<file path="config.mk">
export PLATFORM = sky130hd
export DESIGN_NAME = bcd_updown_counter
export DESIGN_NICKNAME = d
export VERILOG_FILES = /design/src/rtl/bcd_updown_counter.sv
export SDC_FILE = /design/constraint.sdc
export NUM_CORES = 1
export LEC_CHECK = 0
export CAP_MARGIN = 20
export CORE_MARGIN = 5
export CORE_UTILIZATION = 42
export DETAILED_ROUTE_END_ITERATION = 10
export GPL_TIMING_DRIVEN = 0
export PLACE_DENSITY = 0.83
export SLEW_MARGIN = 30
export SYNTH_ARGS = -nofsm -noshare
export SYNTH_HDL_FRONTEND = slang
export SYNTH_SLANG_ARGS = --single-unit
</file>
<file path="constraint.sdc">
create_clock -name clk -period 1.7 [get_ports clk]
set_input_delay 0.17 -clock clk [delete_from_list [all_inputs] [get_ports clk]]
set_output_delay 0.17 -clock clk [all_outputs]
set_load 0.02 [all_outputs]
</file>
<file path="src/rtl/bcd_updown_counter.sv">
// Parametrised multi-digit BCD up/down counter with parallel load, wrap/saturate mode,
// terminal count and cascade carry. Digit i steps only when every lower digit is at its limit.
module bcd_updown_counter #(
    parameter int DIGITS   = 2,
    parameter bit SATURATE = 1'b0
) (
    input  logic                clk,
    input  logic                rst,
    input  logic                en,
    input  logic                up,
    input  logic                load,
    input  logic [4*DIGITS-1:0] d,
    output logic [4*DIGITS-1:0] q,
    output logic [4*DIGITS-1:0] qb,
    output logic                tc,
    output logic                co,
    output logic                err
);

    localparam int W = 4 * DIGITS;

    // nine_chain[i] / zero_chain[i]: every digit below i is 9 / 0.
    logic [DIGITS:0]   nine_chain;
    logic [DIGITS:0]   zero_chain;
    logic [W-1:0]      step_q;
    logic [W-1:0]      load_q;
    logic [DIGITS-1:0] bad_digit;
    logic              sat_hold;

    assign nine_chain[0] = 1'b1;
    assign zero_chain[0] = 1'b1;

    for (genvar i = 0; i < DIGITS; i++) begin : g_digit
        logic [3:0] cur;
        logic [3:0] din;
        logic [3:0] nxt;

        assign cur = q[4*i +: 4];
        assign din = d[4*i +: 4];

        assign nine_chain[i+1] = nine_chain[i] & (cur == 4'd9);
        assign zero_chain[i+1] = zero_chain[i] & (cur == 4'd0);

        assign bad_digit[i]    = (din > 4'd9);
        assign load_q[4*i +: 4] = bad_digit[i] ? 4'd0 : din;

        // NOTE: nxt gets a default before any branch so no path leaves it unassigned (no latch).
        always_comb begin
            nxt = cur;
            if (up) begin
                if (nine_chain[i]) nxt = (cur == 4'd9) ? 4'd0 : cur + 4'd1;
            end else begin
                if (zero_chain[i]) nxt = (cur == 4'd0) ? 4'd9 : cur - 4'd1;
            end
        end

        assign step_q[4*i +: 4] = nxt;
    end

    assign tc       = up ? nine_chain[DIGITS] : zero_chain[DIGITS];
    assign co       = tc & en & ~load;
    assign sat_hold = SATURATE & tc;
    assign qb       = ~q;

    // NOTE: sequential state uses non-blocking assignments so every register samples pre-edge values.
    always_ff @(posedge clk) begin
        if (rst) begin
            q   <= '0;
            err <= 1'b0;
        end else if (load) begin
            q   <= load_q;
            err <= |bad_digit;
        end else if (en && !sat_hold) begin
            q   <= step_q;
        end
    end

endmodule
</file>
* Word-level counts from Yosys, hierarchy flattened
Index checks and enable logic that the tools add are counted.
** Cells by class
- Eq/ne operators :: 3
- Bitwise operators :: 6
- Mux-type cells :: 13
- $lt $le $gt $ge :: 2
- $add $sub $neg :: 4
- Reduce and logical (&&, ||, !) cells :: 6
** Operator list (number)
- 4-bit two-way mux :: 10
- 8-bit two-way mux :: 2
- 4-bit by 1-bit adder with 4-bit output, second input constant :: 2
- 4-bit == test, second input constant :: 2
- 4-bit > comparator, second input constant :: 2
- 4-bit logical NOT :: 2
- 8-bit inverter :: 1
- 4-bit by 1-bit subtractor with 4-bit output, second input constant :: 2
- 1-bit bitwise AND :: 4
- 3-bit by 1-bit != test with 1-bit output, second input constant :: 1
- 3-bit AND reduction :: 1
- 3-bit nonzero test :: 1
- 2-bit nonzero test :: 1
- 2-bit OR reduction :: 1
- 1-bit two-way mux :: 1
- 1-bit inverter :: 1
** Storage, ports and cells
- Logic and storage cells :: 37
- Bits in registers :: 9
- Input bits :: 13
- Output and inout bits :: 19

* Depth between registers and ports, before layout
Gate-level depths: netlist of the first run.
- Depth after elaboration :: 6
- Gate-level depth with buffers :: 5
- Gate-level depth less buffers :: 4

* Worst setup path after synthesis of the first run
Ideal clock, no wire load.
- Path type :: reg-to-output
- From :: register q[7]
- To :: output co
- Path slack :: -156 ps
- Cell stages (with the launch flop) :: 6
- Data required time :: 1530 ps
- Arrival time :: 1686 ps
- Buffers on the path :: 1
- Cells stage by stage :: dfxtp_1 -> buf_2 -> inv_1 -> nor4_1 -> o2111a_1 -> and3_1
** On the way
- Longest elaborated chain between the ends :: 5
- Elaborated cells on any way between the ends :: 7
- Classes of those cells :: 1 x eq/ne; 1 x mux; 4 x bitwise; 1 x reduce/logical
** Ends and longest elaborated chain
- start, declared :: line 13 : output logic [4*DIGITS-1:0] q,
- start signal, assigned :: line 71 : q <= load_q;
- start signal, assigned :: line 74 : q <= step_q;
- 4-bit == test or 4-bit logical NOT (tied branches) :: line 41, 42
- 1-bit bitwise AND, on equally long branches :: line 41, 42
- 1-bit two-way mux * :: line 60 : assign tc = up ? nine_chain[DIGITS] : zero_chain[DIGITS];
- net tc :: line 15 : output logic tc,
- 1-bit bitwise AND * (2 in series) :: line 61 : assign co = tc & en & ~load;
- end, declared :: line 16 : output logic co,
The timed path passes the listed nets; every way through them passes the cells marked *.

* Final worst setup path of the first run
- From :: register q[0]
- To :: output co
** On the way
- Longest elaborated chain between the ends :: 5
- Elaborated cells on any way between the ends :: 7
- Classes of those cells :: 1 x eq/ne; 1 x mux; 4 x bitwise; 1 x reduce/logical
** Ends and longest elaborated chain (line)
- 4-bit == test or 4-bit logical NOT (tied branches) :: 41, 42
- 1-bit bitwise AND, on equally long branches :: 41, 42
- 1-bit two-way mux * :: 60
- 1-bit bitwise AND * (2 in series) :: 61
Mark *: on every way between the ends. The rest lies on a longest branch, timed or not.

==> flow_summary.yaml, run 1 <==
run_status:
  status: "complete, but fails checks"
  violations: "setup timing"
synth:
  synth_xor_xnor_area_share: 0.04466
  synth_cell_types: 45
  yosys-top-cells-area: "dfxtp_1, a21oi_1, o21ai_0"
  synth_edf_count: 0
  ys_seq_area_frac: 0.2297
  async_reset_ff_frac: 0
  ys_ff_latch: 9
  synth.largest_area_cell: "dfxtp_1"
  synth-compound-area-share: 0.3285
  synth_top_family_by_area: "compound AO/OA/AOI/OAI gates"
  yosysWarningCount: 0
  syn_area_um2: 784.5
  synthAdderAreaFrac: 0
  synth.area.mux_share: 0
  synthSimpleGateAreaFrac: 0.2791
  synth_top_area_share: 0.2297
  syn-num-nets: 119
  synth_cells: 106
  synth-main-ff-cell: "dfxtp_1"
  syn_area_per_cell_um2: 7.401
global_routing:
  grt_max_degree: 11
  grt_pass1_wl_um: 4167
  grt_usage: 0.1980
  grt_pass1_vias: 928
  antenna_found_initial: 0
  grt_overflow: 0
min_path:
  hold_path.class: "in2reg"
die:
  start_util: 0.4495
  io_pins: 32
  dieArea_um2: 2832
  die_w_um: 53.22
  placementRows: 15
  coreArea_um2: 1745
  die_height_um: 53.22
clock_network:
  cts_buffers: 3
  cts_buffer_depth: 2
  clkTransAtPathRegs_ns: 0.07
  cts_tree: "done"
  cts_root_buffer: "clkbuf_4"
  cts_hold_buf: 0
  htree_levels: 1
  cts_sinks: 9
  clk_latency_ns: 0.26
drt:
  drt_pass1_iterations: 4
  wl_per_cell_um: 14.71
  drc: 0
  drt_first_iter_violations: 55
  vias: 966
  finalWirelength_um: 2516
  ant_nets: 0
  vias_per_cell: 5.649
timing:
  slew_violations: 0
  rsz0062_at_grt: "true"
  holdWs_ns: 0.2997
  hold_viol_final: 0
  finalSetupTns_ns: -0.05331
  slew_headroom: 0.6919
  period_share: 1.031
  setup_violations: 1
  fmax_mhz: 570.3
  fin_crit_ns: 1.753
  worstMarginPinSlew_ns: 0.4609
  clock_skew_ns: 0.008212
  setup_slack_ns: -0.05331
layout:
  postLayoutCellArea_um2: 1256
  diodes: 0
  multiInputGateArea_um2: 548.0
  drive_gt1_frac: 0.2534
  fill_cells: 138
  fin_cells: 171
  area_growth_pct: 60.13
  seq_area_um2: 190.2
  nNetsFinal: 160
setup_path:
  worstSetupStartpointType: "flop"
  r2r_cells: 5
  cp.arrival_ns: 1.58
  endpoint_kind: "output port"
  crit_start: "q[0]"
  critPathKind: "reg2out"
  r2r-start: "q[3]"
  r2r_slack_ns: 0.07
  endpoint: "co"
  crit_fanout: 4
  required_ns: 1.53
  rr_endpoint: "q[5]"
power_and_ir_drop:
  cellPowerDensity_nw_per_um2: 568.7
  vdd_ir_drop_max_uv: 419.1
  p_leak_nw: 0.4714
placement:
  placed_cells: 160
  gp_congestion: 0.9424
  placement.io_buffers: 29
  dpl_worst_slack_ns: -0.8176
  placed_area_um2: 1115
  dp_hpwl_um: 1720
run:
  maxCapViolations: 0
## through the flow
step,power (mW),util
floorplan,0.4051,-
global placement,0.5123,0.6387
detailed placement,0.5181,0.6387
CTS,0.7019,0.6975
global route,0.7557,0.7197
finish,0.7144,0.7197
## layout by cell type, fill, tap and decap left out, types with 2 or more instances in the layout
master,count
xnor2_1,2
dlymetal6s2s_1,2
dfxtp_1,5
o21ai_1,2
dfxtp_2,2
dfxtp_4,2
buf_4,11
inv_1,7
buf_2,2
and3_1,2
nand2_1,4
clkbuf_4,3
inv_2,2
xor2_1,2
buf_6,4
a311oi_1,3
or4_1,2
clkdlybuf4s50_1,24
a21oi_1,12
nand2b_1,2
o21ai_0,7
nand3_1,3
nor4_4,2
nor2_1,6
a221oi_1,2
or3_1,2
## synth_stat cells, drive strengths merged, types with 3 or more instances
library cell,instances
a21oi,12
dfxtp,9
inv,9
o21ai,9
buf,8
nor2,7
nand2,5
a311oi,3
and3,3
nand3,3
nor4,3
## where the power goes
group | switching, mW | total, mW | internal (mW)
clock network | 0.0776 | 0.164 | 0.0867
logic | 0.155 | 0.305 | 0.149
registers | 0.0205 | 0.246 | 0.225
## per-layer routing
metal | vias to the layer above | GRT usage | wire length [µm]
li1 | 473 | - | -
met1 | 446 | 0.2407 | 1048
met4 | 0 | 0.1064 | 55
met2 | 39 | 0.3347 | 1252
met3 | 8 | 0.02254 | 159
met5 | - | 0 | 0
## area by class of cell
| class | instances | share of cell area |
|---|---|---|
| flip-flops and latches | 9 | 0.1514 |
| inverters | 10 | 0.02988 |
| plain buffers | 7 | 0.03984 |
| clock buffers | 3 | 0.01793 |
| repair buffers | 39 | 0.2958 |
| multi-input cells | 77 | 0.4363 |
| clock inverters | 1 | 0.003984 |
| well taps | 25 | 0.02490 |
## registers in the layout, summed over array words and instances (netlist names)
signal and count:
err 1, q 8
## how the worst min path moves through the flow
stage | from | end | cells after the start
floorplan | d[2] | q[2] | 2
global placement | err | err | 2
detailed placement | err | err | 2
CTS | rst | q[3] | 2
global route | en | q[0] | 3
finish | rst | q[2] | 2
## repair_timing
| item | 4_1_cts | 5_1_grt |
|---|---|---|
| setup buffers | 8 | 2 |
| resized for setup | 25 | 9 |
| pin swaps | 2 | 4 |
| endpoints found under the setup margin | 5 | 7 |
## logic make-up after synthesis
group | Yosys count
flops | 9
xor+xnor | 4
buf+inv | 20
simple gates | 36
compound gates | 37
## critical path, stage by stage, from the launching register on
cell	delay (ns)
dfxtp_4	0.36
or2_4	0.28
nor4_4	0.14
o2111a_2	0.25
and3_4	0.18
buf_6	0.11
Power figures use the tool's default switching activity.
==> inputs of run 2 (changes only) <==
--- a/config.mk
+++ b/config.mk
@@ -6,11 +6,13 @@
 export NUM_CORES = 1
 export LEC_CHECK = 0
 export CAP_MARGIN = 20
+export CELL_PAD_IN_SITES_DETAIL_PLACEMENT = 1
+export CELL_PAD_IN_SITES_GLOBAL_PLACEMENT = 1
 export CORE_MARGIN = 5
-export CORE_UTILIZATION = 42
+export CORE_UTILIZATION = 29
 export DETAILED_ROUTE_END_ITERATION = 10
 export GPL_TIMING_DRIVEN = 0
-export PLACE_DENSITY = 0.83
+export PLACE_DENSITY_LB_ADDON = 0.15
 export SLEW_MARGIN = 30
 export SYNTH_ARGS = -nofsm -noshare
 export SYNTH_HDL_FRONTEND = slang
==> flow_summary.yaml, run 2 (synthesized netlist as in run 1, its figures left out) <==
die:
  coreArea_um2: 2522
  placementRows: 18
  io_pins: 32
  dieArea_um2: 3845
  start_util: 0.3110
  die_height_um: 62.01
  die_w_um: 62.01
timing:
  slew_violations: 0
  rsz0062_at_grt: "true"
  clock_skew_ns: 0.001416
  period_share: 1.001
  setup_violations: 1
  hold_viol_final: 0
  holdWs_ns: 0.3048
  fin_crit_ns: 1.701
  setup_slack_ns: -0.0008586
  slew_headroom: 0.5833
  worstMarginPinSlew_ns: 0.6094
  fmax_mhz: 587.9
setup_path:
  crit_fanout: 5
  cp.arrival_ns: 1.53
  r2r_slack_ns: 0.06
  worstSetupStartpointType: "flop"
  required_ns: 1.53
  rr_endpoint: "q[2]"
  endpoint_kind: "output port"
  critPathKind: "reg2out"
  r2r_cells: 6
  r2r-start: "q[0]"
run:
  maxCapViolations: 0
drt:
  drc: 0
  vias_per_cell: 5.460
  drt_first_iter_violations: 28
  wl_per_cell_um: 15.98
  finalWirelength_um: 2812
  ant_nets: 0
  vias: 961
  drt_pass1_iterations: 4
min_path:
  hold_path.class: "in2reg"
  min_from: "rst"
  holdPathEnd: "q[3]"
  hold_depth: 2
run_status:
  status: "complete, but fails checks"
  violations: "setup timing"
layout:
  final_common_cell: "clkdlybuf4s50_1"
  final_cell_mix: "clkdlybuf4s50_1, a21oi_1, buf_4"
  final_util: 0.5055
  nNetsFinal: 160
  area_growth_pct: 62.52
  diodes: 0
  largest_register_ffs: 8
  drive_gt1_frac: 0.2671
  fill_cells: 334
  largest-register: "q"
  top_regs: "q (8), err (1)"
clock_network:
  clkTransAtPathRegs_ns: 0.06
  cts_buffers: 3
  cts_root_buffer: "clkbuf_4"
  clk_latency_ns: 0.26
  cts_sinks: 9
  cts_buffer_depth: 2
  htree_levels: 1
  cts_hold_buf: 0
  cts_tree: "done"
global_routing:
  grt_pass1_vias: 894
  grt_overflow: 0
  antenna_found_initial: 0
  grt_pass1_wl_um: 4236
  grt_usage: 0.1492
  grt_max_degree: 11
placement:
  placement.io_buffers: 29
  gp_congestion: 0.8342
  dp_hpwl_um: 2029
  dpl_worst_slack_ns: -0.8413
power_and_ir_drop:
  vdd_ir_drop_max_uv: 374.9
  cellPowerDensity_nw_per_um2: 569.1
  p_leak_nw: 0.4798
==> run 2: per-stage QoR <==
step	total power [mW]	instances	setup TNS [ns]	instance area, µm²
final	0.7256	176	-0.0008586	1275
after global routing	0.7717	176	-0.1157	1275
after CTS	0.7056	169	-0.05795	1192
after detailed placement	0.5246	165	-2.797	1121
after global placement	0.5190	165	-2.854	1121
after floorplan	0.4051	106	0	793.3
==> run 2: area by class of cell <==
cell class / count / area, µm² / area share
multi-input cells: 77 / 566.8 / 0.4446
plain buffers: 8 / 61.31 / 0.04809
clock buffers: 4 / 26.28 / 0.02061
repair buffers: 38 / 351.6 / 0.2758
inverters: 10 / 40.04 / 0.03140
flip-flops and latches: 9 / 191.4 / 0.1501
well taps: 30 / 37.54 / 0.02944
==> run 2: critical path: stages (launching register included) <==
cell	delay, ns
dfxtp_4	0.36
or2_4	0.25
nor4_4	0.12
o2111a_2	0.24
and3_4	0.18
buf_6	0.11
==> run 2: how the worst max path moves through the flow <==
stage               from  to  slack [ns]  cells past startpoint
global route        q[4]  co       -0.08                      6
global placement      up  co       -0.86                      7
detailed placement    up  co       -0.84                      7
floorplan           q[4]  co       0.006                      5
CTS                 q[0]  co       -0.06                      6
finish              q[0]  co     -0.0009                      5
==> run 2: what timing repair did <==
action | 4_1_cts | 5_1_grt
gates resized for setup | 30 | 7
setup buffers | 1 | 8
endpoints found under the hold margin | 0 | 0
endpoints found under the setup margin | 4 | 6
pin swaps | 2 | 3
==> run 2: power by group <==
group | total [mW] | internal [mW] | switching, mW
combinational | 0.310 | 0.149 | 0.161
clock | 0.168 | 0.0906 | 0.0773
sequential | 0.248 | 0.226 | 0.0221
==> run 2: routing by layer <==
layer | global-route usage | wire, µm
met3 | 0.02066 | 143
met1 | 0.2081 | 1333
met4 | 0.06364 | 17
met2 | 0.2278 | 1318
met5 | 0 | 0
